### src/rtl/sb_pkg.sv
// sb_pkg: shared FSM states, peripheral slot map and error word for the system-bus arbiter.
package sb_pkg;
  typedef enum logic [1:0] {IDLE, ISSUE, WAIT, RESP} state_e;
  localparam logic [7:0] SLOT_MEM   = 8'd0;
  localparam logic [7:0] SLOT_PS2   = 8'd3;
  localparam logic [7:0] SLOT_UART  = 8'd6;
  localparam logic [7:0] SLOT_VGA   = 8'd7;
  localparam logic [7:0] SLOT_TIMER = 8'd8;
  localparam logic [31:0] DEADBEEF  = 32'hDEAD_BEEF;
  function automatic logic slot_mapped(input logic [7:0] s);
    return s inside {SLOT_MEM, SLOT_PS2, SLOT_UART, SLOT_VGA, SLOT_TIMER};
  endfunction
endpackage

### src/rtl/sb_rr_arbiter.sv
// sb_rr_arbiter: 2-way round-robin grant with m0 lock-out mask and last-grant register.
module sb_rr_arbiter (
  input  logic clk_i,
  input  logic resetn_i,
  input  logic req0,
  input  logic req1,
  input  logic lock,
  input  logic take,
  output logic valid,
  output logic idx
);
  logic last;
  logic e0;
  assign e0 = req0 & ~lock;
  assign valid = e0 | req1;
  // on a tie the master that did not win last time gets the bus
  assign idx = (e0 & req1) ? ~last : req1;
  always_ff @(posedge clk_i or negedge resetn_i)
    if (!resetn_i) last <= 1'b1;
    else if (take) last <= idx;
endmodule

### src/rtl/sb_arbiter.sv
// sb_arbiter: arbitrates core LSU (m0) and loader (m1) onto the shared peripheral bus.
module sb_arbiter
  import sb_pkg::*;
#(
  parameter int TIMEOUT = 255
) (
  input  logic        clk_i,
  input  logic        resetn_i,
  input  logic        m0_req_i,
  input  logic        m0_we_i,
  input  logic [3:0]  m0_be_i,
  input  logic [31:0] m0_addr_i,
  input  logic [31:0] m0_wd_i,
  output logic [31:0] m0_rd_o,
  output logic        m0_ready_o,
  output logic        m0_err_o,
  input  logic        m1_req_i,
  input  logic        m1_we_i,
  input  logic [3:0]  m1_be_i,
  input  logic [31:0] m1_addr_i,
  input  logic [31:0] m1_wd_i,
  output logic [31:0] m1_rd_o,
  output logic        m1_ready_o,
  output logic        m1_err_o,
  input  logic        m1_lock_i,
  output logic        s_req_o,
  output logic        s_we_o,
  output logic [3:0]  s_be_o,
  output logic [31:0] s_wd_o,
  output logic [7:0]  s_slot_o,
  output logic [31:0] s_addr_o,
  input  logic [31:0] s_rd_i,
  input  logic        s_ready_i
);
  state_e state;
  logic [7:0] cnt;
  logic sel, gnt_valid, gnt_idx;
  logic w_we;
  logic [3:0] w_be;
  logic [31:0] w_addr, w_wd, rsp_rd;
  logic unmapped, timed_out, rsp_go, rsp_err;
  sb_rr_arbiter u_rr (
    .clk_i(clk_i), .resetn_i(resetn_i), .req0(m0_req_i), .req1(m1_req_i), .lock(m1_lock_i),
    .take(state == IDLE && gnt_valid), .valid(gnt_valid), .idx(gnt_idx)
  );
  assign w_we = gnt_idx ? m1_we_i : m0_we_i;
  assign w_be = gnt_idx ? m1_be_i : m0_be_i;
  assign w_addr = gnt_idx ? m1_addr_i : m0_addr_i;
  assign w_wd = gnt_idx ? m1_wd_i : m0_wd_i;
  // completion wins over timeout when both land on the same cycle
  assign unmapped = state == ISSUE && !slot_mapped(s_slot_o);
  assign timed_out = state == WAIT && !s_ready_i && cnt == 8'(TIMEOUT - 1);
  assign rsp_go = unmapped || ((state == ISSUE || state == WAIT) && s_ready_i) || timed_out;
  assign rsp_err = unmapped || timed_out;
  assign rsp_rd = rsp_err ? DEADBEEF : s_rd_i;
  always_ff @(posedge clk_i or negedge resetn_i) begin
    if (!resetn_i) begin
      state <= IDLE;
      cnt <= 8'd0;
      sel <= 1'b0;
      s_req_o <= 1'b0;
      s_we_o <= 1'b0;
      s_be_o <= 4'd0;
      s_wd_o <= 32'd0;
      s_slot_o <= 8'd0;
      s_addr_o <= 32'd0;
      m0_ready_o <= 1'b0;
      m1_ready_o <= 1'b0;
      m0_err_o <= 1'b0;
      m1_err_o <= 1'b0;
      m0_rd_o <= 32'd0;
      m1_rd_o <= 32'd0;
    end else begin
      s_req_o <= 1'b0;
      m0_ready_o <= 1'b0;
      m1_ready_o <= 1'b0;
      m0_err_o <= 1'b0;
      m1_err_o <= 1'b0;
      m0_rd_o <= 32'd0;
      m1_rd_o <= 32'd0;
      if (state == IDLE && gnt_valid) begin
        sel <= gnt_idx;
        s_req_o <= slot_mapped(w_addr[31:24]);
        s_we_o <= w_we;
        s_be_o <= w_be;
        s_wd_o <= w_wd;
        s_slot_o <= w_addr[31:24];
        s_addr_o <= {8'd0, w_addr[23:0]};
        state <= ISSUE;
      end else if (rsp_go) begin
        m0_ready_o <= ~sel;
        m1_ready_o <= sel;
        m0_err_o <= ~sel & rsp_err;
        m1_err_o <= sel & rsp_err;
        m0_rd_o <= sel ? 32'd0 : rsp_rd;
        m1_rd_o <= sel ? rsp_rd : 32'd0;
        state <= RESP;
      end else if (state == ISSUE) begin
        cnt <= 8'd0;
        state <= WAIT;
      end else if (state == WAIT) cnt <= cnt + 8'd1;
      else if (state == RESP) state <= IDLE;
    end
  end
endmodule

### config.mk
export PLATFORM = sky130hd
export DESIGN_NAME = sb_arbiter
export DESIGN_NICKNAME = d
export VERILOG_FILES = /design/src/rtl/sb_pkg.sv /design/src/rtl/sb_rr_arbiter.sv /design/src/rtl/sb_arbiter.sv
export SDC_FILE = /design/constraint.sdc
export NUM_CORES = 1
export LEC_CHECK = 0
export BUFFER_PORTS_ARGS = -buffer_cell sky130_fd_sc_hd__buf_2
export CORE_ASPECT_RATIO = 0.7
export CORE_MARGIN = 2
export CORE_UTILIZATION = 49
export CTS_CLUSTER_SIZE = 28
export DETAILED_ROUTE_END_ITERATION = 6
export PLACE_DENSITY = 0.85
export RECOVER_POWER = 100
export SLEW_MARGIN = 30
export SYNTH_ARGS = -nofsm -noshare
export SYNTH_HDL_FRONTEND = slang
export SYNTH_HIERARCHICAL = 1
export SYNTH_SLANG_ARGS = --single-unit
### constraint.sdc
create_clock -name clk_i -period 4.7 [get_ports clk_i]
set_input_delay 0.94 -clock clk_i [delete_from_list [all_inputs] [get_ports clk_i]]
set_output_delay 0.94 -clock clk_i [all_outputs]
set_load 0.005 [all_outputs]
==> impl_metrics.env <==
export IMPL_final_hold_viol_count=0
export IMPL_clk_pin_slew_ps=60
export IMPL_violations="capacitance limit, slew limit"
export IMPL_syn_to_final_growth_pct=31.7
export IMPL_irDropWorstVdd_mv=0.299
export IMPL_netlist_area_um2=6380
export IMPL_fin_tns_setup_ps=0
export IMPL_die_area_um2=14000
export IMPL_drv_slew=96
export IMPL_cp_start_kind="input port"
export IMPL_finClkSkew_ps=9.73
export IMPL_io_pins=322
export IMPL_postCtsSetupRepairBufs=0
export IMPL_finalWeightedCongestion=0.803
export IMPL_io_buffers=313
export IMPL_ys_ff_latch=150
export IMPL_cts_hold_fix_buffers=0
export IMPL_instances_no_fill=1068
export IMPL_leakage_uw=0.00434
export IMPL_ys_types=41
export IMPL_totalWireLength_mm=17.0
export IMPL_relSlewSlack=-0.498
export IMPL_period_needed_ps=3390
export IMPL_worstHoldPathType="flip-flop to flip-flop"
export IMPL_worstSetupPathType="input port to flip-flop"
export IMPL_fmax_mhz=295
export IMPL_crit_path_end_kind="flip-flop"
export IMPL_dp_hpwl_mm=12.3
export IMPL_grt_usage=0.246
export IMPL_total_power_uw=5070
export IMPL_cp_required_ps=4960
export IMPL_nets=1073
export IMPL_post_place_cells=1034
export IMPL_tritoncts="built"
export IMPL_wire_per_inst_um=16.0
export IMPL_grt_max_degree=135
export IMPL_setup_viol=0
export IMPL_cts_htree_levels=4
export IMPL_antenna_found_initial=2
export IMPL_clk_latency_ps=410
export IMPL_rsz0062_at_grt="false"
export IMPL_initial_core_util=0.508
export IMPL_numCtsBuffers=17
export IMPL_crit_path_max_fanout=49
export IMPL_row_count=34
export IMPL_globalRouteOverflowTotal=0
export IMPL_clock_path_buffers=2
export IMPL_ys_warn_count=6
export IMPL_status="finished with violations"
export IMPL_drt_iter0_markers=197
export IMPL_fillers=1027
export IMPL_yosysSeqAreaShare=0.589
export IMPL_vias=5382
export IMPL_avgSynthCellArea_um2=10.7
export IMPL_power_density_nw_per_um2=603
export IMPL_cts_repair_resize_count=0
export IMPL_cts_sinks=150
export IMPL_coreArea_um2=12500
export IMPL_min_period_over_period=0.722
export IMPL_max_cap_violations=2
export IMPL_vias_per_cell=5.04
export IMPL_synthCells=597
export IMPL_die_h_um=99.5
export IMPL_worstMarginPinSlew_ps=2240
export IMPL_regArea_um2=3750
export IMPL_post_route_drc_count=0
export IMPL_die_w_um=140
export IMPL_multi_input_area_um2=2320
export IMPL_drive_gt1_frac=0.295
export IMPL_drt_pass1_iterations=5
export IMPL_grt_pass1_vias=5250
export IMPL_clockRootBuffer="clkbuf_16"
export IMPL_ant_nets=0
export IMPL_grt_pass1_wl_mm=26.9
export IMPL_crit_arrival_ps=3650
[per-stage QoR]
step | worst slack (ps) | area, um^2 | hold slack, ps | utilization
finish | 1310 | 8400 | 475 | 0.669
global route | 1090 | 8400 | 498 | 0.669
CTS | 2250 | 8580 | 478 | 0.683
detailed placement | 1940 | 8000 | 464 | 0.637
global placement | 1920 | 7990 | 456 | 0.637
floorplan | 2290 | 6400 | 473 | -
[cell families (layout without fill, tap and decap cells)]
kind of cell / Yosys count / count (layout) / synth area share
and+or+nand+nor: 166 / 166 / 0.115
DFF: 150 / 150 / 0.589
AOI/OAI and AO/OA: 143 / 143 / 0.122
muxes: 73 / 73 / 0.115
buffers and inverters: 58 / 358 / 0.0473
adders and majority gates: 6 / 6 / 0.0118
other: 1 / 10 / 0.000588
[worst max-delay path, cell delays in order]
cell	delay [ps]
buf_2	90
nor2b_1	140
a21boi_1	1680
buf_12	380
mux2i_1	250
o21ai_0	100
[worst paths after layout]
check	end	depth (start not counted)	slack, ps	start
setup / recovery	s_addr_o[0]	6	1310	m0_req_i
setup reg to reg	state[1]	4	1610	s_slot_o[5]
hold reg to reg	s_addr_o[16]	2	470	s_addr_o[16]
hold / removal	s_addr_o[16]	2	470	s_addr_o[16]
max in group asynchronous	s_addr_o[1]	2	1950	resetn_i
min in group asynchronous	m0_rd_o[17]	1	520	resetn_i
[placed cells by master (no fill, tap or decap), types with 2 or more instances in the layout]
| cell | synthesis | final |
|---|---|---|
| o211ai_1 | 2 | 2 |
| nand3_1 | 4 | 5 |
| nand4_1 | 3 | 3 |
| o2bb2ai_1 | 4 | 4 |
| conb_1 | 1 | 8 |
| inv_1 | 8 | 8 |
| nand3b_1 | 2 | 2 |
| nand2b_1 | 3 | 3 |
| diode_2 | 0 | 2 |
| clkbuf_16 | 0 | 17 |
| nor3_1 | 22 | 22 |
| mux2_2 | 3 | 3 |
| nor2_1 | 7 | 7 |
| buf_2 | 7 | 221 |
| buf_6 | 6 | 2 |
| inv_8 | 0 | 7 |
| o21ai_0 | 72 | 73 |
| a22o_1 | 2 | 2 |
| mux2i_1 | 70 | 70 |
| nor3b_1 | 2 | 2 |
| a21oi_1 | 55 | 55 |
| inv_6 | 0 | 5 |
| dfrtp_1 | 149 | 149 |
| and2_2 | 0 | 2 |
| ha_1 | 6 | 6 |
| a41oi_1 | 2 | 2 |
| nor4_1 | 3 | 3 |
| nand2_1 | 111 | 112 |
| clkbuf_1 | 28 | 92 |
[area by class of cell]
class	instances	share of cell area
diodes	2	0.000596
clock buffers	17	0.0507
clock inverters	15	0.0182
inverters	8	0.00358
multi-input cells	396	0.276
flip-flops and latches	150	0.447
well taps	162	0.0241
repair buffers	318	0.179
[state kept, by name, indices dropped and copies added, names as in the netlist]
| register | cells |
|---|---|
| s_addr_o | 24 |
| cnt | 8 |
| m0_err_o | 1 |
| s_slot_o | 8 |
| s_we_o | 1 |
| s_req_o | 1 |
| m1_err_o | 1 |
| m1_ready_o | 1 |
| s_be_o | 4 |
| sel | 1 |
| u_rr/last | 1 |
| m1_rd_o | 32 |
| s_wd_o | 32 |
| m0_ready_o | 1 |
| state | 2 |
| m0_rd_o | 32 |
[cells in the mapped netlist]
cell type    n  area, um^2
dfrtp_1    149        3730
nand2_1    111         417
o21ai_0     72         360
mux2i_1     70         701
a21oi_1     55         275
clkbuf_1    28         105
nor3_1      22         110
buf_4        8        60.1
inv_1        8        30.0
buf_2        7        35.0
nor2_1       7        26.3
buf_6        6        67.6
ha_1         6        75.1
nand3_1      4        20.0
o2bb2ai_1    4        35.0
mux2_2       3        33.8
nand2b_1     3        18.8
nand4_1      3        18.8
nor4_1       3        18.8
a22o_1       2        17.5
a41oi_1      2        17.5
and2_1       2        12.5
nand3b_1     2        15.0
nor3b_1      2        15.0
o211ai_1     2        15.0
a21boi_1     1        7.51
a31oi_1      1        6.26
and3_1       1        6.26
buf_1        1        3.75
conb_1       1        3.75
dfstp_2      1        26.3
nand2_2      1        6.26
nand3_2      1        10.0
nor2b_4      1        13.8
o21ai_4      1        16.3
o21ba_2      1        10.0
o21bai_1     1        7.51
o31ai_1      1        7.51
or2_1        1        6.26
or2_2        1        6.26
or4_4        1        11.3
[power by group]
part           internal, uW  switching [uW]  leakage (uW)
Sequential             1790             258       0.00192
Combinational           651            1040       0.00213
Clock                   714             609      0.000289
Total                  3160            1910       0.00434
[metal layers]
| layer | GRT usage | vias to the layer above | routed length [um] |
|---|---|---|---|
| li1 | - | 2635 | - |
| met1 | 0.320 | 2521 | 7080 |
| met2 | 0.414 | 211 | 8610 |
| met3 | 0.0640 | 15 | 1160 |
| met4 | 0.0684 | 0 | 192 |
| met5 | 0 | - | 0 |
No activity file was read; power rests on OpenSTA's default activity.
